==> config.mk <==
export PLATFORM = sky130hd
export DESIGN_NAME = pwm_apb_sequencer
export DESIGN_NICKNAME = d
export VERILOG_FILES = /design/src/rtl/pwm_seq_pkg.sv /design/src/rtl/pwm_seq_fifo.sv /design/src/rtl/pwm_apb_sequencer.sv
export SDC_FILE = /design/constraint.sdc
export NUM_CORES = 1
export LEC_CHECK = 0
export ABC_AREA = 1
export BUFFER_PORTS_ARGS = -buffer_cell sky130_fd_sc_hd__buf_2
export CAP_MARGIN = 25
export CORE_ASPECT_RATIO = 1.1
export CORE_MARGIN = 2
export CORE_UTILIZATION = 62
export CTS_CLUSTER_SIZE = 8
export DETAILED_ROUTE_END_ITERATION = 10
export PLACE_DENSITY_LB_ADDON = 0.05
export SYNTH_ARGS = -nofsm -noshare
export SYNTH_HDL_FRONTEND = slang
export SYNTH_SLANG_ARGS = --single-unit
==> constraint.sdc <==
create_clock -name HCLK -period 6 [get_ports HCLK]
set_input_delay 0.6 -clock HCLK [delete_from_list [all_inputs] [get_ports HCLK]]
set_output_delay 0.6 -clock HCLK [all_outputs]
set_load 0.05 [all_outputs]
==> src/rtl/pwm_seq_pkg.sv <==
// Shared types and constants for the PWM APB write sequencer.
package pwm_seq_pkg;

  typedef enum logic [1:0] {
    IDLE   = 2'd0,
    SETUP  = 2'd1,
    ACCESS = 2'd2
  } state_t;

  localparam logic [1:0] ERR_NONE = 2'd0;
  localparam logic [1:0] ERR_SLV  = 2'd1;
  localparam logic [1:0] ERR_TMO  = 2'd2;

  localparam int unsigned REG_FIELD_LSB = 2;
  localparam int unsigned CH_FIELD_LSB  = 4;
  localparam int unsigned REG_W         = 2;
  localparam int unsigned DATA_W        = 32;

endpackage

==> src/rtl/pwm_seq_fifo.sv <==
// Synchronous request FIFO; DEPTH must be a power of two, pointers carry a wrap bit.
module pwm_seq_fifo #(
  parameter int unsigned WIDTH = 36,
  parameter int unsigned DEPTH = 4
) (
  input  logic             clk,
  input  logic             rst,
  input  logic             push,
  input  logic             pop,
  input  logic [WIDTH-1:0] wdata,
  output logic [WIDTH-1:0] rdata,
  output logic             full,
  output logic             empty
);

  localparam int unsigned AW = $clog2(DEPTH);

  logic [WIDTH-1:0] r_mem [DEPTH];
  logic [AW:0]      r_wr_ptr;
  logic [AW:0]      r_rd_ptr;

  always_ff @(posedge clk or posedge rst) begin
    if (rst) begin
      r_wr_ptr <= '0;
      r_rd_ptr <= '0;
    end else begin
      if (push) r_wr_ptr <= r_wr_ptr + (AW+1)'(1);
      if (pop)  r_rd_ptr <= r_rd_ptr + (AW+1)'(1);
    end
  end

  always_ff @(posedge clk) begin
    if (push) r_mem[r_wr_ptr[AW-1:0]] <= wdata;
  end

  assign rdata = r_mem[r_rd_ptr[AW-1:0]];
  assign empty = (r_wr_ptr == r_rd_ptr);
  assign full  = (r_wr_ptr[AW] != r_rd_ptr[AW]) &&
                 (r_wr_ptr[AW-1:0] == r_rd_ptr[AW-1:0]);

endmodule

==> src/rtl/pwm_apb_sequencer.sv <==
// APB master draining a queue of {channel, register, data} write requests
// into the PWM slave array, with wait-state, PSLVERR and timeout handling.
module pwm_apb_sequencer
  import pwm_seq_pkg::*;
#(
  parameter int unsigned                APB_ADDR_WIDTH = 12,
  parameter int unsigned                PWM_CNT        = 4,
  parameter logic [APB_ADDR_WIDTH-1:0]  BASE_ADDR      = '0,
  parameter int unsigned                FIFO_DEPTH     = 4,
  parameter int unsigned                TIMEOUT_CYC    = 16
) (
  input  logic                         HCLK,
  input  logic                         HRESET,
  input  logic                         req_valid,
  output logic                         req_ready,
  input  logic [$clog2(PWM_CNT)-1:0]   req_ch,
  input  logic [1:0]                   req_reg,
  input  logic [31:0]                  req_data,
  output logic                         busy,
  output logic                         err_o,
  output logic [1:0]                   err_code,
  output logic [$clog2(PWM_CNT)-1:0]   err_ch,
  input  logic                         err_clr,
  output logic [APB_ADDR_WIDTH-1:0]    PADDR,
  output logic [31:0]                  PWDATA,
  output logic                         PWRITE,
  output logic                         PSEL,
  output logic                         PENABLE,
  input  logic                         PREADY,
  input  logic                         PSLVERR
);

  localparam int unsigned CH_W  = $clog2(PWM_CNT);
  localparam int unsigned ENT_W = CH_W + REG_W + DATA_W;
  localparam int unsigned TMO_W = (TIMEOUT_CYC > 2) ? $clog2(TIMEOUT_CYC) : 1;

  state_t                    r_state, w_state_nxt;
  logic                      w_push, w_pop, w_full, w_empty;
  logic [ENT_W-1:0]          w_wdata, w_rdata;
  logic [CH_W-1:0]           w_head_ch;
  logic [REG_W-1:0]          w_head_reg;
  logic [DATA_W-1:0]         w_head_data;
  logic [APB_ADDR_WIDTH-1:0] w_head_addr;
  logic                      r_psel, r_penable, r_pwrite;
  logic                      w_psel_nxt, w_penable_nxt;
  logic [APB_ADDR_WIDTH-1:0] r_paddr;
  logic [DATA_W-1:0]         r_pwdata;
  logic [CH_W-1:0]           r_ch;
  logic [TMO_W-1:0]          r_tmo_cnt, w_tmo_cnt_nxt;
  logic                      w_tmo_hit, w_slv_err, w_tmo_err, w_err_evt;
  logic                      r_err;
  logic [1:0]                r_err_code;
  logic [CH_W-1:0]           r_err_ch;

  assign w_push  = req_valid & ~w_full;
  assign w_wdata = {req_ch, req_reg, req_data};
  assign {w_head_ch, w_head_reg, w_head_data} = w_rdata;
  assign w_head_addr = BASE_ADDR
                     | (APB_ADDR_WIDTH'(w_head_ch)  << CH_FIELD_LSB)
                     | (APB_ADDR_WIDTH'(w_head_reg) << REG_FIELD_LSB);
  assign w_tmo_hit = (TIMEOUT_CYC != 0) &&
                     (r_tmo_cnt == TMO_W'(TIMEOUT_CYC - 1));

  pwm_seq_fifo #(.WIDTH(ENT_W), .DEPTH(FIFO_DEPTH)) u_fifo (
    .clk   (HCLK),
    .rst   (HRESET),
    .push  (w_push),
    .pop   (w_pop),
    .wdata (w_wdata),
    .rdata (w_rdata),
    .full  (w_full),
    .empty (w_empty)
  );

  always_ff @(posedge HCLK or posedge HRESET) begin
    if (HRESET) r_state <= IDLE;
    else        r_state <= w_state_nxt;
  end

  always_comb begin
    w_state_nxt = r_state;
    case (r_state)
      IDLE:    if (!w_empty) w_state_nxt = SETUP;
      SETUP:   w_state_nxt = ACCESS;
      ACCESS: begin
        if (PREADY)         w_state_nxt = w_empty ? IDLE : SETUP;
        else if (w_tmo_hit) w_state_nxt = IDLE;
      end
      default: w_state_nxt = IDLE;
    endcase
  end

  // Next values of the registered APB controls plus pop/error strobes.
  always_comb begin
    w_psel_nxt    = 1'b0;
    w_penable_nxt = 1'b0;
    w_pop         = 1'b0;
    w_slv_err     = 1'b0;
    w_tmo_err     = 1'b0;
    w_tmo_cnt_nxt = '0;
    case (r_state)
      IDLE: begin
        if (!w_empty) begin
          w_pop      = 1'b1;
          w_psel_nxt = 1'b1;
        end
      end
      SETUP: begin
        w_psel_nxt    = 1'b1;
        w_penable_nxt = 1'b1;
      end
      ACCESS: begin
        if (PREADY) begin
          w_slv_err = PSLVERR;
          if (!w_empty) begin
            w_pop      = 1'b1;
            w_psel_nxt = 1'b1;
          end
        end else if (w_tmo_hit) begin
          w_tmo_err = 1'b1;
        end else begin
          w_psel_nxt    = 1'b1;
          w_penable_nxt = 1'b1;
          w_tmo_cnt_nxt = r_tmo_cnt + TMO_W'(1);
        end
      end
      default: ;
    endcase
  end

  always_ff @(posedge HCLK or posedge HRESET) begin
    if (HRESET) begin
      r_psel    <= 1'b0;
      r_penable <= 1'b0;
      r_pwrite  <= 1'b0;
      r_tmo_cnt <= '0;
    end else begin
      r_psel    <= w_psel_nxt;
      r_penable <= w_penable_nxt;
      r_pwrite  <= w_psel_nxt;
      r_tmo_cnt <= w_tmo_cnt_nxt;
    end
  end

  // Address/data only move on a pop so the bus stays quiet while idle.
  always_ff @(posedge HCLK or posedge HRESET) begin
    if (HRESET) begin
      r_paddr  <= '0;
      r_pwdata <= '0;
      r_ch     <= '0;
    end else if (w_pop) begin
      r_paddr  <= w_head_addr;
      r_pwdata <= w_head_data;
      r_ch     <= w_head_ch;
    end
  end

  assign w_err_evt = w_slv_err | w_tmo_err;

  // First error sticks; a new error beats a simultaneous clear.
  always_ff @(posedge HCLK or posedge HRESET) begin
    if (HRESET) begin
      r_err      <= 1'b0;
      r_err_code <= ERR_NONE;
      r_err_ch   <= '0;
    end else if (w_err_evt && (!r_err || err_clr)) begin
      r_err      <= 1'b1;
      r_err_code <= w_tmo_err ? ERR_TMO : ERR_SLV;
      r_err_ch   <= r_ch;
    end else if (err_clr) begin
      r_err      <= 1'b0;
      r_err_code <= ERR_NONE;
      r_err_ch   <= '0;
    end
  end

  assign req_ready = ~w_full;
  assign busy      = ~w_empty | (r_state != IDLE);
  assign err_o     = r_err;
  assign err_code  = r_err_code;
  assign err_ch    = r_err_ch;
  assign PADDR     = r_paddr;
  assign PWDATA    = r_pwdata;
  assign PWRITE    = r_pwrite;
  assign PSEL      = r_psel;
  assign PENABLE   = r_penable;

endmodule
* Word level (Yosys, flattened, before mapping)
Memories as Yosys holds them, arrays and structs flattened.
Cells that the tools add are included.
Widths: inputs -> output; s select.
** Storage, ports and cells
- Flip-flop bits (word level) :: 65
- RAM bits :: 144
- Bits of input ports :: 42
- Logic and storage cells :: 67
- Memories kept :: 1
** Cells by class
- Add/subtract/negate cells :: 3
- Equality and inequality tests :: 8
- Multiplexer cells :: 29
- Bitwise operators :: 6
- Reductions and logical operators :: 8
** Memories
- u_fifo.r_mem :: depth 4, bits a word 36, read ports 1, clocked after memory_dff 0, write ports 1, line pwm_seq_fifo.sv:18 : logic [WIDTH-1:0] r_mem [DEPTH];
** Operators by type and width (count)
- $mux 1 :: 15
- $mux 2 :: 7
- $mux 4 :: 3
- $add 3x1->3 const B :: 2
- $or 6x4->6 :: 1
- $pmux 2 s3 :: 1
- $add 4x1->4 const B :: 1
- $eq 4x4->1 const B :: 1
- $pmux 1 s2 :: 2
- $reduce_bool 2->1 :: 2
- $eq 3x3->1 :: 1
- $ne 3x3->1 const B :: 1
- $pmux 1 s3 :: 1
- $eq 2x1->1 const B :: 1
- $eq 2x2->1 :: 1
- $eq 2x2->1 const B :: 1
- $logic_and 1x1->1 :: 2
- $logic_not 2->1 :: 1
- $ne 2x2->1 const B :: 1
- $not 1->1 :: 2
- $or 1x1->1 :: 2
- $reduce_and 2->1 :: 1
- $and 1x1->1 :: 1
- $logic_not 1->1 :: 1
- 2 further kinds :: 2

* Longest topological paths before layout
Gate-level depths: netlist of the first run.
- Depth after elaboration :: 7
- Depth in mapped cells :: 10
- Depth with buffers taken out :: 9

* Modules after synthesis
A second synthesis of the first run with hierarchy kept.
** Unflattened totals
- Cell total of the unflattened synthesis :: 697
- Area total of the unflattened synthesis :: 8177.8 µm²
** Modules (own cells, without submodules)
- pwm_seq_fifo :: instances 1, cells each 463, area each 6103.4 µm², sequential area each 4474.3 µm²
- pwm_apb_sequencer :: instances 1, cells each 234, area each 2074.5 µm², sequential area each 1226.2 µm²

* Worst setup path before layout of the first run
OpenSTA, ideal clock, no wires.
- Path type :: reg-to-reg
- Start point :: register u_fifo.r_rd_ptr[0]
- End point :: memory u_fifo.r_mem[0][0], enable pin
- Library setup time :: 429 ps
- Data arrival time :: 2980 ps
- Data required time :: 5571 ps
- Setup slack :: 2591 ps
- Cell stages (with the launch flop) :: 6
- Path through :: dfrtp_1 > buf_6 > xnor2_2 > nand4_1 > nand2_1 > nor2_1
** On the way
- Longest elaborated chain between the ends :: 6
** Ends and longest elaborated chain
- start, declared :: line pwm_seq_fifo.sv:20 : logic [AW:0] r_rd_ptr;
- start signal, assigned :: line pwm_seq_fifo.sv:28 : if (pop) r_rd_ptr <= r_rd_ptr + (AW+1)'(1);
- $eq 2x2->1 :: line pwm_seq_fifo.sv:39 : (r_wr_ptr[AW-1:0] == r_rd_ptr[AW-1:0]);
- $logic_and 1x1->1 :: line pwm_seq_fifo.sv:38 : assign full = (r_wr_ptr[AW] != r_rd_ptr[AW]) &&
- $not 1->1
- net req_ready :: line pwm_apb_sequencer.sv:15 : output logic req_ready,
- $and 1x1->1 :: line pwm_apb_sequencer.sv:55 : assign w_push = req_valid & ~w_full;
- $mux 1 :: line pwm_seq_fifo.sv:33 : if (push) r_mem[r_wr_ptr[AW-1:0]] <= wdata;
- $mux 1 (implied by the code) :: line pwm_seq_fifo.sv:33
- end, declared :: line pwm_seq_fifo.sv:18
The timed path passes the listed nets, and every way through them passes these cells.

* Final worst setup path of the first run
- Start point :: register u_fifo.r_rd_ptr[1]
- End point :: register r_paddr[3], in the netlist PADDR[3]
** On the way
- Longest elaborated chain between the ends :: 4
- Elaborated cells between the ends (all ways) :: 6
- Those cells by class :: eq/ne (1); mux (3); bitwise (1); memory (1)
** Ends and longest elaborated chain
- $eq 3x3->1 :: line pwm_seq_fifo.sv:37 : assign empty = (r_wr_ptr == r_rd_ptr);
- $mux 1 :: line pwm_apb_sequencer.sv:103, pwm_apb_sequencer.sv:115
- $mux 1 :: line pwm_apb_sequencer.sv:113 : if (PREADY) begin
- $pmux 1 s2 :: line pwm_apb_sequencer.sv:101 : case (r_state)
- end signal, assigned :: line pwm_apb_sequencer.sv:152 : r_paddr <= w_head_addr;
- end, declared :: line pwm_apb_sequencer.sv:46 : logic [APB_ADDR_WIDTH-1:0] r_paddr;
Parallel ways exist; a longest one is shown, timed or not.
A chain may end at the register's enable or synchronous reset.

==> results.toml, run 1 <==
[sta]
worst_pin_slew_ns = 0.847
fin_crit_sh = 0.553
rsz0062_at_grt = "false"
fmax_mhz = 302
setup_slack_ns = 2.68
slew_headroom = 0.434
setup_violations = 0
period_needed_ns = 3.32
skew_ns = 0.00539
fin_setup_tns_ns = 0
hold_viol_final = 0
maxSlewViolCount = 0

[placement]
portBuffers = 87
post-place-ws_ns = 2.72
placed_cell_area_sq_mm = 0.00835
hpwl_mm = 9.09
gp_congestion = 0.782
placed_cells = 850

[global_routing]
grt.met3_usage = 0.0524
grt_pass1_vias = 5026
grt_usage = 0.242
grt_antenna_before_repair = 0
grt_max_degree = 77
use_met1 = 0.304
grt_pass1_wl_mm = 24.9
use_met2 = 0.402
grt-ovfl-total = 0
grt.busiest_layer = "met2"

[power]
p_sw_uw = 2140
power.internal_uw = 3100
seq_power_share = 0.387
switching_share = 0.408
power_leakage_uw = 0.00368
p_comb_frac = 0.391
clockPowerShare = 0.221
ir_worst_vdd_mv = 0.461
power.total_uw = 5240
power_density_mw_per_mm2 = 585

[worst_setup_path]
slowest_delay_ns = 0.88
crit_top_cell = "nand2_1"
cp_data_required_time_ns = 6.37
path_cells = "inv_2 -> nand2_1 -> nand2_1 -> nand3_1 -> nand2_2 -> inv_2 -> nand2_1 -> nand2_1"
criticalPathCategory = "register to register"
cp-start-kind = "register"
crit_family = "buffers and inverters"
crit_path_end_kind = "register"
worstPathArrival_ns = 3.68
crit_start = "u_fifo.r_rd_ptr[1]$_DFFE_PP0P_"
crit_slowest_cell = "dfrtp_1"
cp.depth = 8
reg2reg_depth = 8
crit_fanout = 42
r2r_start = "u_fifo.r_rd_ptr[1]$_DFFE_PP0P_"
critPathBufInv = 2

[route]
wl_per_cell_microns = 17.2
route.detailed.drc = 0
via_count = 4977
wirelength_mm = 15.2
ant_nets = 0
firstDrtPassIters = 5
vias_per_cell = 5.64
drtIter0Drc = 429

[synthesis]
yosysUniqueCellTypes = 24
synth_async_sr_flop_share = 0.276
synth_area_sq_mm = 0.00773
yosys_most_used_dff = "edfxtp_1"
synth_top_cells_by_count = "nand2_1 (146), edfxtp_1 (144), nor2_1 (81), o21ai_0 (75), dfrtp_1 (55)"
postSynthCellCount = 633
syn_area_per_cell_sq_um = 12.2
synth_area_leaders = "edfxtp_1 (56%), dfrtp_1 (18%), nand2_1 (7.1%)"
synth.most_common_cell = "nand2_1"
synth_top_cell_area_share = 0.559
synth_area_leader_cell = "edfxtp_1"
ys_seq_area_frac = 0.738
ys_warn_count = 0
synth_edf_count = 144
synth-seq-cells = 199

[finish]
fin_nets = 767
area_growth_pct = 15.9
drive_above_1_share = 0.185
design_area_sq_mm = 0.00896
stdcell_count = 882
antenna_cells = 0

[cts]
postCtsSetupRepairBufs = 0
clk_pin_slew_ns = 0.06
clockBufferDepth = 2
ctsResizeCount = 0
clkSinkCount = 199
clk_latency_ns = 0.43
postCtsHoldBufs = 0
cts_tree = "yes"
htreeDepth = 4
cts-root-buf = "clkbuf_16"
cts_inserted_buffers = 17

[floorplanning]
ios = 96
die_area_sq_mm = 0.0134
coreArea_sq_mm = 0.0121
num_rows = 42
die_h_microns = 121
start_util = 0.639
fp.dieW_microns = 110

[outcome]
status = "finished clean"

[hold_path]
min_path_cells = 2
min_from = "PREADY"
worstHoldPathType = "input port to register"

[flow_run]
max_cap_viol_count = 0
## metal layers
layer | share of wire | vias to the layer above
met3 | 0.059 | 39
met5 | 0 | -
li1 | - | 2347
met1 | 0.41 | 2407
met4 | 0.030 | 0
met2 | 0.50 | 184
## flip-flops by register name, indices dropped and copies added (netlist names)
name,count
r_state,2
PENABLE,1
u_fifo.r_rd_ptr,3
PADDR,2
err_ch,2
r_tmo_cnt,4
PWDATA,32
u_fifo.r_wr_ptr,3
r_ch,2
PWRITE,1
u_fifo.r_mem,144
err_o,1
err_code,2
## layout make-up
| type | count | area, sq um |
|---|---|---|
| clock inverters | 9 | 121 |
| flip-flops and latches | 199 | 5700 |
| well taps | 154 | 193 |
| fillers | 788 | 3130 |
| multi-input cells | 382 | 1800 |
| inverters | 20 | 75.1 |
| repair buffers | 95 | 586 |
| clock buffers | 23 | 488 |
## logic make-up after synthesis
group                      synth area share
AOI/OAI and AO/OA                    0.0803
xor gates and xnor gates            0.00551
adders and majority gates            0.0162
buffers and inverters                0.0372
DFF                                   0.738
other                              0.000485
and+or+nand+nor                       0.123
## layout by cell type (no fill, tap or decap), drive strengths merged
cell      synthesis  layout
nand2           147     147
edfxtp          144     144
buf              20      95
nor2             81      81
o21ai            75      75
dfrtp            55      55
o22ai            36      36
clkbuf           19      23
inv              20      20
nand3            14      14
ha               10      10
conb              1       8
clkinv            0       5
a21oi             4       4
bufinv            0       3
nand4             2       2
xor2              2       2
xnor2             2       2
nor3b             1       1
clkinvlp          0       1
## final timing paths
path                       slack (ns)                             end
max reg2reg                      2.68            PADDR[3]$_DFFE_PP0P_
min                              0.37          r_tmo_cnt[1]$_DFF_PP0_
min reg2reg                      0.47          PWDATA[24]$_DFFE_PP0P_
max                              2.68            PADDR[3]$_DFFE_PP0P_
min in group asynchronous        0.38           PWDATA[6]$_DFFE_PP0P_
max in group asynchronous        5.10  u_fifo.r_rd_ptr[0]$_DFFE_PP0P_
## through the flow
step | utilization | hold WS (ns)
2_1_floorplan | - | 0.433
5_1_grt | 0.741 | 0.377
4_1_cts | 0.741 | 0.358
6_report | 0.741 | 0.372
3_5_place_dp | 0.691 | 0.460
3_3_place_gp | 0.680 | 0.457
## power by group through the flow
stage / clock (uW) / combinational [uW] / sequential, uW
final: 1160 / 2050 / 2030
after global routing: 1230 / 2270 / 2070
after CTS: 1170 / 2070 / 2030
after detailed placement: 0 / 2050 / 2050
after global placement: 0 / 1910 / 2060
after floorplan: 0 / 1090 / 2480
Note: power is estimated with default switching activity, not from simulation.
==> inputs of run 2 (changes only) <==
--- a/config.mk
+++ b/config.mk
@@ -5,12 +5,12 @@
 export SDC_FILE = /design/constraint.sdc
 export NUM_CORES = 1
 export LEC_CHECK = 0
-export ABC_AREA = 1
+export ABC_AREA = 0
 export BUFFER_PORTS_ARGS = -buffer_cell sky130_fd_sc_hd__buf_2
 export CAP_MARGIN = 25
 export CORE_ASPECT_RATIO = 1.1
 export CORE_MARGIN = 2
-export CORE_UTILIZATION = 62
+export CORE_UTILIZATION = 52
 export CTS_CLUSTER_SIZE = 8
 export DETAILED_ROUTE_END_ITERATION = 10
 export PLACE_DENSITY_LB_ADDON = 0.05
==> constraint.sdc (replaced) <==
create_clock -name HCLK -period 2.9 [get_ports HCLK]
set_input_delay 0.29 -clock HCLK [delete_from_list [all_inputs] [get_ports HCLK]]
set_output_delay 0.29 -clock HCLK [all_outputs]
set_load 0.05 [all_outputs]
==> results.toml, run 2 <==
[cts]
clkSinkCount = 199
clk_latency_ns = 0.42
clk_pin_slew_ns = 0.07
htreeDepth = 4
cts-root-buf = "clkbuf_16"
ctsResizeCount = 0
cts_tree = "yes"
cts_inserted_buffers = 17
clockBufferDepth = 2

[floorplanning]
num_rows = 47
start_util = 0.527
ios = 96
die_h_microns = 133
coreArea_sq_mm = 0.0149
fp.dieW_microns = 121
die_area_sq_mm = 0.0161

[sta]
slew_headroom = 0.527
holdWs_ns = 0.0783
fin_crit_sh = 0.754
hold_viol_final = 0
fin_setup_tns_ns = 0
setup_slack_ns = 0.714
setup_violations = 0
worst_pin_slew_ns = 0.710
fmax_mhz = 457
skew_ns = 0.0150
period_needed_ns = 2.19
maxSlewViolCount = 0
rsz0062_at_grt = "false"

[placement]
portBuffers = 87
placed_cells = 657
hpwl_mm = 8.14
gp_congestion = 0.716
post-place-ws_ns = 0.732

[synthesis]
syn_area_per_cell_sq_um = 20.8
synth_async_sr_flop_share = 0.276
postSynthCellCount = 378
yosys.area_share.simple = 0.0208
synth_edf_count = 144
synth.most_common_cell = "edfxtp_1"
yosys_most_used_dff = "edfxtp_1"
synthAdderAreaFrac = 0.0159
synth_top_cell_area_share = 0.550
synth.area.mux_share = 0.178
synth_area_sq_mm = 0.00787
yosysUniqueCellTypes = 40
synth_area_leader_cell = "edfxtp_1"
synth_top_family_by_area = "multiplexers"
ys_seq_area_frac = 0.725
synth_area_leaders = "edfxtp_1 (55%), dfrtp_1 (17%), mux4_1 (11%)"
synth_compound_area_frac = 0.0197
synth-seq-cells = 199
synth_top_cells_by_count = "edfxtp_1 (144), dfrtp_1 (55), mux4_1 (32), mux2_2 (26)"
ys_warn_count = 0
synth_xor_area_frac = 0.0121

[finish]
antenna_cells = 0
largest_reg_flops = 144
stdcell_count = 690
fin_nets = 533
area_growth_pct = 15.9
drive_above_1_share = 0.356
layout_commonest_cell = "edfxtp_1"
final_cell_mix = "edfxtp_1 (144), buf_2 (87), dfrtp_1 (53), mux4_1 (32), mux2_2 (26)"

[route]
ant_nets = 0
wirelength_mm = 13.7
via_count = 3724
wl_per_cell_microns = 19.8
drtIter0Drc = 176
vias_per_cell = 5.40
route.detailed.drc = 0
firstDrtPassIters = 4

[global_routing]
grt_usage = 0.179
grt_pass1_wl_mm = 20.9
grt_pass1_vias = 3823
grt_max_degree = 41
grt-ovfl-total = 0
grt_antenna_before_repair = 0

[power]
power_density_mw_per_mm2 = 1190
ir_worst_vdd_mv = 0.646
power_leakage_uw = 0.00355

[worst_setup_path]
crit_path_end_kind = "output port"
cp-start-kind = "register"
crit_fanout = 5
cp_data_required_time_ns = 2.61
criticalPathCategory = "register to output port"
worstPathArrival_ns = 1.90

[outcome]
status = "finished clean"

[flow_run]
max_cap_viol_count = 0

[hold_path]
worstHoldPathType = "input port to register"
==> run 2: cell types whose count changed after synthesis, moves of 12 or more <==
cell / previous run / this run
clkbuf_1: 18 / 2
mux2_2: 0 / 26
mux2_4: 0 / 12
mux4_1: 0 / 32
nand2_1: 146 / 8
nor2_1: 81 / 6
o21ai_0: 75 / 3
o22ai_1: 36 / 0
==> run 2: cell families (layout without fill, tap and decap cells) <==
| family | Yosys count | count (layout) |
|---|---|---|
| XOR/XNOR | 10 | 10 |
| adder cells (fa/ha/maj) | 10 | 10 |
| other | 1 | 8 |
| multiplexers | 74 | 74 |
| AO/OA/AOI/OAI | 19 | 19 |
| flip-flops | 199 | 199 |
| buffers and inverters | 33 | 142 |
| AND/OR/NAND/NOR | 32 | 32 |
==> run 2: final cells by class <==
class / count / area [sq um]
multi-input cells: 153 / 1980
clock buffers: 19 / 433
clock inverters: 13 / 154
fillers: 1115 / 5820
inverters: 12 / 45.0
well taps: 196 / 245
flip-flops and latches: 199 / 5700
repair buffers: 98 / 558
==> run 2: worst max-delay path, cell delays in order, from the launching register on <==
cell     delay [ns]
dfrtp_1        0.44
inv_1          0.10
ha_1           0.23
inv_1          0.06
nor4_1         0.37
inv_1          0.06
buf_2          0.22
==> run 2: power by group <==
part	total (uW)	internal, uW	switching (uW)
combinational	4280	1670	2610
sequential	4250	3950	304
clock	2330	1350	975
total	10900	6970	3880
==> run 2: path summary, 6_finish.rpt <==
kind | slack (ns) | endpoint | cells after the start | start
worst max register to register | 0.74 | PADDR[2]$_DFFE_PP0P_ | 5 | r_state[0]$_DFFE_PP0P_
worst min-delay path | 0.08 | u_fifo.r_mem[1][9]$_DFFE_PP_ | 1 | req_data[9]
worst min register to register | 0.46 | r_tmo_cnt[0]$_DFF_PP0_ | 1 | r_tmo_cnt[0]$_DFF_PP0_
worst max-delay path | 0.71 | busy | 6 | r_state[1]$_DFFE_PP0P_
max in group asynchronous | 1.66 | PWDATA[14]$_DFFE_PP0P_ | 4 | HRESET
min in group asynchronous | 0.52 | r_ch[1]$_DFFE_PP0P_ | 3 | HRESET
==> run 2: stage by stage <==
step	cell area (sq um)	total power (uW)	util
2_1_floorplan	7890	7720	-
3_3_place_gp	8520	8550	0.570
3_5_place_dp	8520	8660	0.570
4_1_cts	9120	11000	0.610
5_1_grt	9120	11400	0.610
6_report	9120	10900	0.610
==> run 2: timing repair <==
item                                   in CTS  in global routing
hold buffers                                1                  0
setup buffers                               0                  0
endpoints found under the hold margin      10                  0
==> run 2: metal layers <==
metal,routed length (microns),vias to the layer above,GRT usage
li1,-,1705,-
met1,5990,1926,0.231
met2,7060,82,0.302
met3,474,11,0.0444
met4,139,0,0.0575
met5,0,-,0
==> inputs of run 3 (changes only) <==
==> constraint.sdc (replaced) <==
create_clock -name HCLK -period 2 [get_ports HCLK]
set_input_delay 0.2 -clock HCLK [delete_from_list [all_inputs] [get_ports HCLK]]
set_output_delay 0.2 -clock HCLK [all_outputs]
set_load 0.05 [all_outputs]
==> results.toml, run 3 (synthesized netlist as in run 2, its figures left out) <==
[global_routing]
grt_pass1_wl_mm = 22.1
grt-ovfl-total = 0
grt_antenna_before_repair = 0
grt_max_degree = 39
grt_usage = 0.187
grt_pass1_vias = 4195

[finish]
layout_commonest_cell = "edfxtp_1"
area_growth_pct = 23.5
multiInputGateArea_sq_mm = 0.00201
seqCellArea_sq_mm = 0.00570
largest_reg_flops = 144
n_fill_cell = 1068
antenna_cells = 0
stdcell_count = 741
drive_above_1_share = 0.360
design_area_sq_mm = 0.00972
final_cell_mix = "edfxtp_1 (144), buf_2 (86), dfrtp_1 (52), dlygate4sd3_1 (37), mux4_1 (32)"
fin_nets = 584

[route]
via_count = 3939
wirelength_mm = 13.9
vias_per_cell = 5.32
route.detailed.drc = 0
firstDrtPassIters = 4
ant_nets = 0
drtIter0Drc = 151
wl_per_cell_microns = 18.8

[cts]
htreeDepth = 4
cts-root-buf = "clkbuf_16"
cts_tree = "yes"
clkSinkCount = 199
clk_latency_ns = 0.43
clockBufferDepth = 2
cts_inserted_buffers = 17
clk_pin_slew_ns = 0.07

[placement]
placed_cells = 668
hpwl_mm = 8.56
placed_cell_area_sq_mm = 0.00868
gp_congestion = 0.714
portBuffers = 87

[worst_setup_path]
slowest_delay_ns = 0.43
crit_fanout = 5
worstPathArrival_ns = 1.72
path_cells = "xor2_2 -> buf_4 -> nor4_4 -> inv_1 -> buf_6"
critPathBufInv = 3
crit_start = "u_fifo.r_rd_ptr[0]$_DFFE_PP0P_"
crit_path_end_kind = "output port"
criticalPathCategory = "register to output port"
cp-start-kind = "register"
r2r_start = "r_state[1]$_DFFE_PP0P_"
crit_slowest_cell = "dfrtp_2"
cp_data_required_time_ns = 1.80
crit_family = "buffers and inverters"
rrSetupSlack_ns = 0.09

[floorplanning]
fp.dieW_microns = 121
die_area_sq_mm = 0.0161
die_h_microns = 133
num_rows = 47
ios = 96
start_util = 0.527
coreArea_sq_mm = 0.0149

[flow_run]
max_cap_viol_count = 0

[sta]
rsz0062_at_grt = "false"
skew_ns = 0.0158
period_needed_ns = 1.92
fmax_mhz = 520
maxSlewViolCount = 0
fin_setup_tns_ns = 0
worst_pin_slew_ns = 0.534
slew_headroom = 0.644
fin_crit_sh = 0.961
hold_viol_final = 0
setup_violations = 0

[power]
power_density_mw_per_mm2 = 1690
ir_worst_vdd_mv = 0.886
power_leakage_uw = 0.00380

[hold_path]
min_from = "req_data[18]"
worstHoldPathType = "input port to register"

[outcome]
status = "finished clean"
[run 3: cell types whose count changed in the layout (fill, tap and decap cells not counted), sizes merged]
cell,change
clkinv,-3
dlygate4sd3,+36
clkbuf,+2
buf,+15
inv,+1
[run 3: final cells by class]
cell class / count / area share
inverters: 12 / 0.00464
multi-input cells: 153 / 0.207
well taps: 196 / 0.0252
clock inverters: 11 / 0.0149
repair buffers: 149 / 0.114
clock buffers: 21 / 0.0464
flip-flops and latches: 199 / 0.587
[run 3: stage by stage]
step	hold slack [ns]	power, uW	util	setup WS (ns)
3_5_place_dp	0.236	12900	0.581	0.0949
5_1_grt	0.0131	17200	0.650	0.00266
4_1_cts	0.00378	16500	0.649	0.0291
3_3_place_gp	0.230	12800	0.581	0.156
2_1_floorplan	0.299	11200	-	0.0100
6_report	0.00985	16400	0.650	0.0782
[run 3: power by group]
part | switching, uW | leakage (uW) | internal [uW]
logic | 3920 | 0.00153 | 2880
registers | 445 | 0.00198 | 5720
clock network | 1420 | 0.000285 | 2000
[run 3: worst paths after layout]
kind	to	cells past startpoint
worst max-delay path	busy	5
worst min-delay path	u_fifo.r_mem[3][18]$_DFFE_PP_	1
worst max register to register	PWDATA[8]$_DFFE_PP0P_	6
worst min register to register	r_tmo_cnt[0]$_DFF_PP0_	1
max in group asynchronous	PWDATA[30]$_DFFE_PP0P_	5
min in group asynchronous	PWDATA[15]$_DFFE_PP0P_	3
[run 3: what timing repair did]
| action | in CTS | in global routing |
|---|---|---|
| gates resized for setup | 5 | 4 |
| hold buffers | 37 | 0 |
| setup buffers | 3 | 1 |
| endpoints found under the hold margin | 157 | 0 |
| pin swaps | 0 | 1 |
| setup endpoints to repair | 1 | 2 |
[run 3: metal layers]
| layer | GRT usage | vias to the layer above | share of wire |
|---|---|---|---|
| li1 | - | 1807 | - |
| met1 | 0.235 | 2031 | 0.43 |
| met2 | 0.322 | 84 | 0.53 |
| met3 | 0.0409 | 17 | 0.033 |
| met4 | 0.0651 | 0 | 0.015 |
| met5 | 0 | - | 0 |
